File: src/rtl/pipeline_hazard_ctrl_if.sv
// pipeline_hazard_ctrl_if: hazard-detection inputs and pipeline control outputs between datapath and hazard controller
interface pipeline_hazard_ctrl_if;
  logic [4:0] id_rs1;
  logic [4:0] id_rs2;
  logic       id_uses_rs1;
  logic       id_uses_rs2;
  logic [4:0] ex_rd;
  logic       ex_mem_read;
  logic       ex_branch_taken;
  logic       mc_start;
  logic       mc_done;
  logic       pc_en;
  logic       if_id_en;
  logic       id_ex_en;
  logic       if_id_flush;
  logic       id_ex_flush;
  logic       ex_mem_bubble;
  logic [1:0] state;
  modport master (
    input  id_rs1, id_rs2, id_uses_rs1, id_uses_rs2, ex_rd, ex_mem_read,
           ex_branch_taken, mc_start, mc_done,
    output pc_en, if_id_en, id_ex_en, if_id_flush, id_ex_flush, ex_mem_bubble, state
  );
  modport slave (
    output id_rs1, id_rs2, id_uses_rs1, id_uses_rs2, ex_rd, ex_mem_read,
           ex_branch_taken, mc_start, mc_done,
    input  pc_en, if_id_en, id_ex_en, if_id_flush, id_ex_flush, ex_mem_bubble, state
  );
endinterface

File: src/rtl/pipeline_hazard_ctrl.sv
// pipeline_hazard_ctrl: load-use / branch / multi-cycle hazard sequencer; HAZARD_PERF_CNT_EN adds stall and flush counters
module pipeline_hazard_ctrl #(
  parameter int LOAD_STALL_CYCLES = 1
) (
  input logic clk,
  input logic reset_n,
  pipeline_hazard_ctrl_if.master hz
`ifdef HAZARD_PERF_CNT_EN
  ,
  output logic [31:0] stall_cycles,
  output logic [31:0] flush_events
`endif
);
  typedef enum logic [1:0] {RUN = 2'b00, LSTALL = 2'b01, MC_WAIT = 2'b10} state_t;
  state_t     state_q, state_d;
  logic [3:0] cnt, cnt_d;
  logic       load_use;
  assign load_use = hz.ex_mem_read && hz.ex_rd != 5'd0 &&
                    ((hz.id_uses_rs1 && hz.id_rs1 == hz.ex_rd) || (hz.id_uses_rs2 && hz.id_rs2 == hz.ex_rd));
  assign hz.state = state_q;
  // state and remaining load-stall count; only registered state in the controller
  always_ff @(posedge clk or negedge reset_n) begin
    if (!reset_n) begin
      state_q <= RUN;
      cnt     <= 4'd0;
    end else begin
      state_q <= state_d;
      cnt     <= cnt_d;
    end
  end
  // next state and pipeline controls; reset forces the pipeline frozen and flushed
  always_comb begin
    state_d          = state_q;
    cnt_d            = cnt;
    hz.pc_en         = 1'b1;
    hz.if_id_en      = 1'b1;
    hz.id_ex_en      = 1'b1;
    hz.if_id_flush   = 1'b0;
    hz.id_ex_flush   = 1'b0;
    hz.ex_mem_bubble = 1'b0;
    case (state_q)
      RUN: begin
        if (hz.ex_branch_taken) begin
          hz.if_id_flush = 1'b1;
          hz.id_ex_flush = 1'b1;
        end else if (hz.mc_start) begin
          if (!hz.mc_done) begin
            hz.pc_en         = 1'b0;
            hz.if_id_en      = 1'b0;
            hz.id_ex_en      = 1'b0;
            hz.ex_mem_bubble = 1'b1;
            state_d          = MC_WAIT;
          end
        end else if (load_use) begin
          hz.pc_en       = 1'b0;
          hz.if_id_en    = 1'b0;
          hz.id_ex_flush = 1'b1;
          if (LOAD_STALL_CYCLES > 1) begin
            cnt_d   = 4'(LOAD_STALL_CYCLES - 1);
            state_d = LSTALL;
          end
        end
      end
      LSTALL: begin
        hz.pc_en       = 1'b0;
        hz.if_id_en    = 1'b0;
        hz.id_ex_flush = 1'b1;
        cnt_d          = cnt - 4'd1;
        state_d        = cnt <= 4'd1 ? RUN : LSTALL;
      end
      MC_WAIT: begin
        if (hz.mc_done) begin
          state_d = RUN;
        end else begin
          hz.pc_en         = 1'b0;
          hz.if_id_en      = 1'b0;
          hz.id_ex_en      = 1'b0;
          hz.ex_mem_bubble = 1'b1;
        end
      end
      default: state_d = RUN;
    endcase
    if (!reset_n) begin
      hz.pc_en         = 1'b0;
      hz.if_id_en      = 1'b0;
      hz.id_ex_en      = 1'b0;
      hz.if_id_flush   = 1'b1;
      hz.id_ex_flush   = 1'b1;
      hz.ex_mem_bubble = 1'b1;
    end
  end
`ifdef HAZARD_PERF_CNT_EN
  // saturating counters; if_id_flush outside reset only rises for an accepted branch flush
  always_ff @(posedge clk or negedge reset_n) begin
    if (!reset_n) begin
      stall_cycles <= 32'd0;
      flush_events <= 32'd0;
    end else begin
      if (!hz.pc_en && stall_cycles != 32'hFFFF_FFFF) stall_cycles <= stall_cycles + 32'd1;
      if (hz.if_id_flush && flush_events != 32'hFFFF_FFFF) flush_events <= flush_events + 32'd1;
    end
  end
`endif
endmodule

File: src/flat_wrapper.sv
// flat-port wrapper written by rule: the top's interface ports become plain ports
module pipeline_hazard_ctrl_flat 
#(
  parameter int LOAD_STALL_CYCLES = 1
)
  (clk, reset_n, hz_id_rs1, hz_id_rs2, hz_id_uses_rs1, hz_id_uses_rs2, hz_ex_rd, hz_ex_mem_read, hz_ex_branch_taken, hz_mc_start, hz_mc_done, hz_pc_en, hz_if_id_en, hz_id_ex_en, hz_if_id_flush, hz_id_ex_flush, hz_ex_mem_bubble, hz_state);
  pipeline_hazard_ctrl_if hz_i ();
  input logic clk;
  input logic reset_n;
  input wire logic [$bits(hz_i.id_rs1)-1:0] hz_id_rs1;
  input wire logic [$bits(hz_i.id_rs2)-1:0] hz_id_rs2;
  input wire logic [$bits(hz_i.id_uses_rs1)-1:0] hz_id_uses_rs1;
  input wire logic [$bits(hz_i.id_uses_rs2)-1:0] hz_id_uses_rs2;
  input wire logic [$bits(hz_i.ex_rd)-1:0] hz_ex_rd;
  input wire logic [$bits(hz_i.ex_mem_read)-1:0] hz_ex_mem_read;
  input wire logic [$bits(hz_i.ex_branch_taken)-1:0] hz_ex_branch_taken;
  input wire logic [$bits(hz_i.mc_start)-1:0] hz_mc_start;
  input wire logic [$bits(hz_i.mc_done)-1:0] hz_mc_done;
  output wire logic [$bits(hz_i.pc_en)-1:0] hz_pc_en;
  output wire logic [$bits(hz_i.if_id_en)-1:0] hz_if_id_en;
  output wire logic [$bits(hz_i.id_ex_en)-1:0] hz_id_ex_en;
  output wire logic [$bits(hz_i.if_id_flush)-1:0] hz_if_id_flush;
  output wire logic [$bits(hz_i.id_ex_flush)-1:0] hz_id_ex_flush;
  output wire logic [$bits(hz_i.ex_mem_bubble)-1:0] hz_ex_mem_bubble;
  output wire logic [$bits(hz_i.state)-1:0] hz_state;
  assign hz_i.id_rs1 = hz_id_rs1;
  assign hz_i.id_rs2 = hz_id_rs2;
  assign hz_i.id_uses_rs1 = hz_id_uses_rs1;
  assign hz_i.id_uses_rs2 = hz_id_uses_rs2;
  assign hz_i.ex_rd = hz_ex_rd;
  assign hz_i.ex_mem_read = hz_ex_mem_read;
  assign hz_i.ex_branch_taken = hz_ex_branch_taken;
  assign hz_i.mc_start = hz_mc_start;
  assign hz_i.mc_done = hz_mc_done;
  assign hz_pc_en = hz_i.pc_en;
  assign hz_if_id_en = hz_i.if_id_en;
  assign hz_id_ex_en = hz_i.id_ex_en;
  assign hz_if_id_flush = hz_i.if_id_flush;
  assign hz_id_ex_flush = hz_i.id_ex_flush;
  assign hz_ex_mem_bubble = hz_i.ex_mem_bubble;
  assign hz_state = hz_i.state;
  pipeline_hazard_ctrl #(.LOAD_STALL_CYCLES(LOAD_STALL_CYCLES)) u_core (.clk(clk), .reset_n(reset_n), .hz(hz_i));
endmodule
File: config.mk
export PLATFORM = sky130hd
export DESIGN_NAME = pipeline_hazard_ctrl_flat
export DESIGN_NICKNAME = d
export VERILOG_FILES = /design/src/rtl/pipeline_hazard_ctrl_if.sv /design/src/rtl/pipeline_hazard_ctrl.sv /design/src/flat_wrapper.sv
export SDC_FILE = /design/constraint.sdc
export NUM_CORES = 1
export LEC_CHECK = 0
export ABC_AREA = 1
export CAP_MARGIN = 10
export CORE_AREA = 2 2 39 41
export CTS_CLUSTER_SIZE = 8
export DETAILED_ROUTE_END_ITERATION = 10
export DIE_AREA = 0 0 41 43
export DONT_BUFFER_PORTS = 1
export GPL_TIMING_DRIVEN = 0
export SYNTH_ARGS = -nofsm -noshare
export SYNTH_HDL_FRONTEND = slang
export SYNTH_SLANG_ARGS = --single-unit
File: constraint.sdc
create_clock -name clk -period 1.5 [get_ports clk]
set_clock_uncertainty 0.2 [all_clocks]
set_input_delay 0.3 -clock clk [delete_from_list [all_inputs] [get_ports clk]]
set_output_delay 0.3 -clock clk [all_outputs]
set_load 0.01 [all_outputs]
Word level (Yosys, flattened, before mapping)
Cells that the tools add are included.

Word-level logic and storage cells: 49. Output and inout port bits: 8. Register bits: 6.

Equal/unequal tests: 8. Reductions and logical operators: 8. Order comparisons: 1. Mux-type cells: 29. Add/sub/neg operators: 1.

Operators with widths (count): $mux 1 (20); $eq 5x5->1 (2); $mux 2 (4); $ne 2x2->1 const B (4); $pmux 1 s2 (3); $pmux 2 s3 (1); $reduce_bool 5->1 (1); $le 4x1->1 const B (1); $logic_and 1x1->1 (4); $reduce_and 4->1 (1); $sub 4x1->4 const B (1); $pmux 1 s3 (1); $eq 2x1->1 const B (1); $eq 2x2->1 const B (1); $logic_not 2->1 (1); $logic_or 1x1->1 (1).

Logic depth before layout (Yosys ltp)
Gate-level depths: netlist of run 1.

Word-level depth: 9. Mapped depth: 10. Gate-level depth less buffers: 10.

Worst setup path after synthesis of run 1
No wires, ideal clock.

Path kind: input port to output port. From: in hz_ex_rd[3]. To: out hz_pc_en. Path buffers: 1. Cell stages on the path: 10. Required time: 1000 ps. Data arrival time: 1157 ps. Slack: -157 ps. Path through: inv_1 -> nand2_1 -> nand2_1 -> nor2_1 -> nand3_1 -> nand2_1 -> nand2_1 -> nand2_1 -> a21oi_1 -> buf_4.

Longest elaborated chain between the ends: 9. Elaborated cells on any way between the ends: 13.

RTL lines: start, declared (line flat_wrapper.sv:14) `input wire logic [$bits(hz_i.ex_rd)-1:0] hz_ex_rd;`; $eq 5x5->1 (line pipeline_hazard_ctrl.sv:19) `((hz.id_uses_rs1 && hz.id_rs1 == hz.ex_rd) || (hz.id_uses_rs2 && hz.id_rs2 == hz.ex_rd));`; $logic_and 1x1->1 (line pipeline_hazard_ctrl.sv:19); $logic_or 1x1->1 (line pipeline_hazard_ctrl.sv:19); $logic_and 1x1->1 * (line pipeline_hazard_ctrl.sv:18) `assign load_use = hz.ex_mem_read && hz.ex_rd != 5'd0 &&`; $mux 1 * (3 in a row); $pmux 1 s3 *; $mux 1 *; end, declared (line flat_wrapper.sv:19) `output wire logic [$bits(hz_i.pc_en)-1:0] hz_pc_en;`.

Every way passes the cells marked *; elsewhere a longest branch is shown, timed or not.

Worst setup path after layout of run 1
From: reg u_core.state_q[1], in the netlist u_core.hz.state[1]. To: out hz_pc_en.

Longest elaborated chain between the ends: 3. Elaborated cells on any way between the ends: 5.

RTL lines: start, declared (line pipeline_hazard_ctrl.sv:15) `state_t state_q, state_d;`; start signal, assigned (line pipeline_hazard_ctrl.sv:27) `state_q <= state_d;`; $eq 2x2->1 (tied with other cells); $pmux 1 s3 *; $mux 1 *.

Marked as above.

==> results of run 1 <==
==> flip-flops by register name (all words and copies together), names as in the netlist <==
register and flops:
u_core.cnt 4, u_core.hz.state 2
==> cell usage after synthesis, drive strengths merged <==
master	number	share of area, %
nor3	1	0.84
nor2	15	11
buf	1	1.3
nand2	43	28
nand4	2	2.1
o21ai	1	0.84
inv	22	14
a21oi	1	0.84
nand3	3	2.5
xor2	2	3.0
ha	2	4.2
xnor2	1	1.5
nand3b	1	1.3
nor4	1	3.6
dfrtp	6	25
==> critical path, delay by kind of cell, from the launching register on <==
kind,cells,cell delay [ns]
DFF,1,0.48
buffers and inverters,2,0.19
AOI/OAI and AO/OA,1,0.16
and+or+nand+nor,3,0.22
==> cells by family (layout without fill, tap and decap cells) <==
group | after synthesis | after routing
buffers and inverters | 23 | 30
AOI/OAI and AO/OA | 2 | 2
DFF | 6 | 6
adders and majority gates | 2 | 2
and+or+nand+nor | 66 | 66
xor gates and xnor gates | 3 | 3
==> routing by layer <==
layer	GRT usage [%]	routed length, um	vias up
li1	-	-	310
met1	19.7	575	241
met2	26.3	571	17
met3	3.66	75	0
met4	6.00	0	0
met5	0	0	-
==> area by class of cell <==
cell class / count / area, um^2 / area share (%)
clock buffer: 4 / 26.3 / 3.71
multi-input combinational: 73 / 377 / 53.2
buffer: 1 / 11.3 / 1.59
tap: 16 / 20.0 / 2.83
timing repair buffer: 3 / 28.8 / 4.06
inverter: 22 / 92.6 / 13.1
sequential: 6 / 153 / 21.6
==> final timing paths <==
| check | startpoint | to | slack [ns] | cells after the start |
|---|---|---|---|---|
| min reg2reg | u_core.cnt[3]$_DFFE_PN0P_ | u_core.cnt[3]$_DFFE_PN0P_ | 0.28 | 1 |
| max in group asynchronous | reset_n | u_core.hz.state[0]$_DFFE_PN0P_ | 0.70 | 1 |
| max | u_core.hz.state[1]$_DFFE_PN0P_ | hz_pc_en | -0.30 | 6 |
| min | hz_mc_start | u_core.hz.state[1]$_DFFE_PN0P_ | 0.05 | 2 |
| max reg2reg | u_core.hz.state[1]$_DFFE_PN0P_ | u_core.cnt[3]$_DFFE_PN0P_ | 0.09 | 5 |
| min in group asynchronous | reset_n | u_core.cnt[3]$_DFFE_PN0P_ | 0.16 | 1 |
==> metrics by stage <==
step	util [%]	hold slack [ns]	power, W
after floorplan	-	-0.196	0.000243
after global placement	45.0	-0.195	0.000252
after detailed placement	45.0	-0.195	0.000254
after CTS	49.4	0.0427	0.000433
after global routing	51.2	0.0632	0.000466
final	51.2	0.0453	0.000436
==> timing repair <==
action                                 4_1_cts  5_1_grt
buffers inserted                             2        0
resized for setup                            3        8
setup endpoints to repair                    5        7
pin swaps                                    1        2
endpoints found under the hold margin        6        0
hold buffers                                 1        0
==> power by group through the flow <==
stage	Clock [W]	Sequential (W)	Combinational (W)
after CTS	0.000174	0.000171	0.0000880
after floorplan	0	0.000172	0.0000704
after global routing	0.000184	0.000171	0.000111
after global placement	0	0.000173	0.0000787
final	0.000170	0.000171	0.0000951
after detailed placement	0	0.000173	0.0000805
==> flow_summary.toml, run 1 <==
[timing]
rsz0062_at_grt = "yes"
layout_worst_path_cycle_share_pct = 120
final-hold-violation-count = 0
fmax_mhz = 556
finalCriticalPeriod_ns = 1.80
setup_viol = 6
tightest_slew_ns = 0.286
setup_slack_ns = -0.298
slew_headroom_pct = 80.8
fin_tns_setup_ns = -0.894
slew_viol_final = 0

[power_and_ir_drop]
clkPwrFrac_pct = 38.9
p_seq_share_pct = 39.3
ir_worst_vdd_mv = 0.452
switchingPower_w = 0.000131
swShare_pct = 30.1
power_density_nw_per_um2 = 616
p_leak_nw = 0.423
intPower_w = 0.000305
pwr-share-comb_pct = 21.8

[yosys]
yosysWarnings = 0
synthXorXnorAreaFrac_pct = 4.43
synth_compound_area_share_pct = 1.69
synthSimpleGateAreaFrac_pct = 49.2
synth-seq-area-share_pct = 25.3
muxShareOfSynthArea_pct = 0
synth_fp_nets = 127
syn-cell-area_um2 = 593
syn_avg_cell_area_um2 = 5.81
synth_top_family_by_area = "simple AND/OR/NAND/NOR gates"
ys_seq_elements = 6
synth_cells = 102
synthAdderAreaFrac_pct = 4.22
synth_cell_types = 19

[worst_setup_path]
max_stage_delay_ns = 0.48
endpoint_kind = "output port"
crit_type = "flop to output port"
crit_path_start_kind = "flop"
worst_path_max_delay_cell = "dfrtp_2"
cp_cell_sequence = "nand3_2, nand2_1, inv_2, nand2_2, a21oi_4, buf_6"
critical_path_arrival_ns = 1.30
cp_max_fo = 6
cp.required_ns = 1.00

[layout]
design_area_um2 = 708
final_nets = 135
layout_commonest_cell = "nand2_1"
layout_common_cells = "nand2_1 (40), inv_1 (14), nor2_1 (12)"
layout-drive-gt1-share_pct = 22.9
antennaDiodeCount = 0
fillers = 148
final_cells = 125
area_delta_synth_final_pct = 19.4

[global_routing]
first_global_vias = 537
grt_pass1_wl_mm = 1.94
antenna_found_initial = 0
track_usage_pct = 16.2
grt_max_degree = 7
overflow = 0

[die]
start_util_pct = 42.9
io_pins = 31
die_h_um = 43
dieArea_um2 = 1760
rows = 14
fp.coreArea_um2 = 1380
die_w_um = 41

[route]
wl_per_cell_um = 9.78
vias_per_cell = 4.54
via_count = 568
totalWireLength_mm = 1.22
drtPass1Iterations = 4
drtIter0Drc = 9
ant_nets = 0
drcViolationCount = 0

[clock_tree]
clk_latency_ns = 0.25
clockBufferDepth = 2
cts_buffers = 3
h-tree-depth = 1
cts_sinks = 6
cts_root_buffer = "clkbuf_4"
cts.clk_slew.worst_paths_ns = 0.06
cts_tree = "done"

[placed_design]
io_buffers = 0
place_congestion = 0.776
dp.cells = 118
dp_hpwl_um = 957
place_area_um2 = 623
place_worst_setup_slack_ns = -0.136

[status]
violations = "setup timing"
status = "complete, but fails checks"

[flow_run]
max_cap_viol_count = 0

[min_path]
min_path_type = "input pin to flop"
(Power assumes the default switching activity.)
==> run 2, diff against run 1 <==
--- a/config.mk
+++ b/config.mk
@@ -13,6 +13,7 @@
 export DIE_AREA = 0 0 41 43
 export DONT_BUFFER_PORTS = 1
 export GPL_TIMING_DRIVEN = 0
+export PLACE_DENSITY = 0.56
 export SYNTH_ARGS = -nofsm -noshare
 export SYNTH_HDL_FRONTEND = slang
 export SYNTH_SLANG_ARGS = --single-unit
==> run 2 against run 1 <==
Net effect:
- the run still ends with setup timing left
- first-iteration DRC count rose by 33%
- die area unchanged
- sequential share of layout area is 0.83 points higher
- maximum frequency fell by 1.7%
- clock power down 4%
- global-route usage is 0.085 points higher
- non-clock buffer count down 1
- final area is 3.7% lower
- routed wire length increased by 3.8%
- cell count is 0.80% lower
- sequential cell count unchanged
- critical path type unchanged
- highest routed layer is now met4
==> flow_summary.toml, run 2 (synthesis results as in run 1) <==
[status]
status = "complete, but fails checks"
violations = "setup timing"

[die]
die_w_um = 41
rows = 14
io_pins = 31
start_util_pct = 42.9
fp.coreArea_um2 = 1380
die_h_um = 43
dieArea_um2 = 1760

[min_path]
worstHoldStart = "hz_mc_start"
min_path_type = "input pin to flop"

[timing]
tightest_slew_ns = 0.290
slew_viol_final = 0
slew_headroom_pct = 80.6
fmax_mhz = 547
final-hold-violation-count = 0
setup_viol = 5
rsz0062_at_grt = "yes"
layout_worst_path_cycle_share_pct = 122
setup_slack_ns = -0.329
finalCriticalPeriod_ns = 1.83
whs_ns = 0.0366

[power_and_ir_drop]
power_density_nw_per_um2 = 618
ir_worst_vdd_mv = 0.302
p_total_w = 0.000422
p_leak_nw = 0.416

[placed_design]
place_worst_setup_slack_ns = -0.147
place_area_um2 = 623
io_buffers = 0
dp_hpwl_mm = 1.00
place_congestion = 0.733

[global_routing]
overflow = 0
antenna_found_initial = 0
grt_max_degree = 7
first_global_vias = 503
grt_pass1_wl_mm = 1.87
track_usage_pct = 16.2

[clock_tree]
cts_tree = "done"
h-tree-depth = 1
clk_latency_ns = 0.25
clockBufferDepth = 2
cts_buffers = 3
cts_root_buffer = "clkbuf_4"
cts.clk_slew.worst_paths_ns = 0.05
cts_sinks = 6

[route]
via_count = 560
met2_length_um = 616
drcViolationCount = 0
wl_per_cell_um = 10.2
wl_met3_um = 76
drtIter0Drc = 12
ant_nets = 0
drtPass1Iterations = 4
vias_per_cell = 4.52
met1Wirelength_um = 568
totalWireLength_mm = 1.27
maxUsedRoutingLayer = "met4"

[layout]
multi_input_area_um2 = 364
final_core_util_pct = 49.3
area_delta_synth_final_pct = 15.0
design_area_um2 = 682
top_register = "u_core.cnt"
layout_common_cells = "nand2_1 (41), inv_1 (15), nor2_1 (13)"
largest_reg_flops = 4
final_nets = 134
fillers = 146
layout-drive-gt1-share_pct = 19.4
antennaDiodeCount = 0
ff_latch_area_um2 = 153
layout_commonest_cell = "nand2_1"

[worst_setup_path]
crit_type = "flop to output port"
critical_path_arrival_ns = 1.33
r2r_start = "u_core.hz.state[1]$_DFFE_PN0P_"
crit_path_start_kind = "flop"
cp_max_fo = 6
endpoint_kind = "output port"
setup.worst_path.start = "u_core.hz.state[1]$_DFFE_PN0P_"
cp.required_ns = 1.00

[flow_run]
max_cap_viol_count = 0
==> run 2: worst max-delay path, stage by stage (launching register included) <==
cell and delay [ns]:
dfrtp_2 0.48, nand3_2 0.09, nand2_1 0.05, inv_1 0.06, nand2_1 0.06, a21oi_2 0.18, buf_4 0.16
==> run 2: final timing paths <==
| path | endpoint | slack (ns) | cells past startpoint |
|---|---|---|---|
| worst max-delay path | hz_pc_en | -0.33 | 6 |
| worst min-delay path | u_core.hz.state[1]$_DFFE_PN0P_ | 0.04 | 2 |
| worst max register to register | u_core.cnt[3]$_DFFE_PN0P_ | 0.05 | 5 |
| worst min register to register | u_core.cnt[3]$_DFFE_PN0P_ | 0.27 | 1 |
| max in group asynchronous | u_core.hz.state[1]$_DFFE_PN0P_ | 0.70 | 1 |
| min in group asynchronous | u_core.cnt[0]$_DFFE_PN0P_ | 0.16 | 1 |
==> run 2: layer usage <==
metal / track usage (%) / up-vias
met5: 0 / -
met4: 6.00 / 0
met3: 6.81 / 2
met2: 26.6 / 17
met1: 17.7 / 230
li1: - / 311
==> run 2: timing repair <==
action                     CTS  global route
gates cloned                 0             0
buffers inserted             1             0
setup endpoints to repair    5             7
pin swaps                    1             0
gates resized for setup      3             2
hold endpoints to repair     6             0
hold buffers                 1             0
==> run 2: report_power, final <==
part            total, W  switching (W)  internal (W)
logic          0.0000859      0.0000523     0.0000336
registers       0.000171     0.00000647      0.000165
clock network   0.000164      0.0000632      0.000101
total           0.000422       0.000122      0.000300
==> run 2: area by class of cell <==
class | count | area share, %
well taps | 16 | 2.94
inverters | 22 | 13.2
flip-flops and latches | 6 | 22.4
plain buffers | 1 | 1.10
multi-input cells | 73 | 53.4
clock buffers | 4 | 3.85
repair buffers | 2 | 3.12
==> run 2: per-stage QoR <==
step                instances  TNS [ns]
CTS                       124     -1.04
global placement          118    -0.151
detailed placement        118    -0.150
global route              124     -1.44
floorplan                 102   -0.0434
finish                    124    -0.956
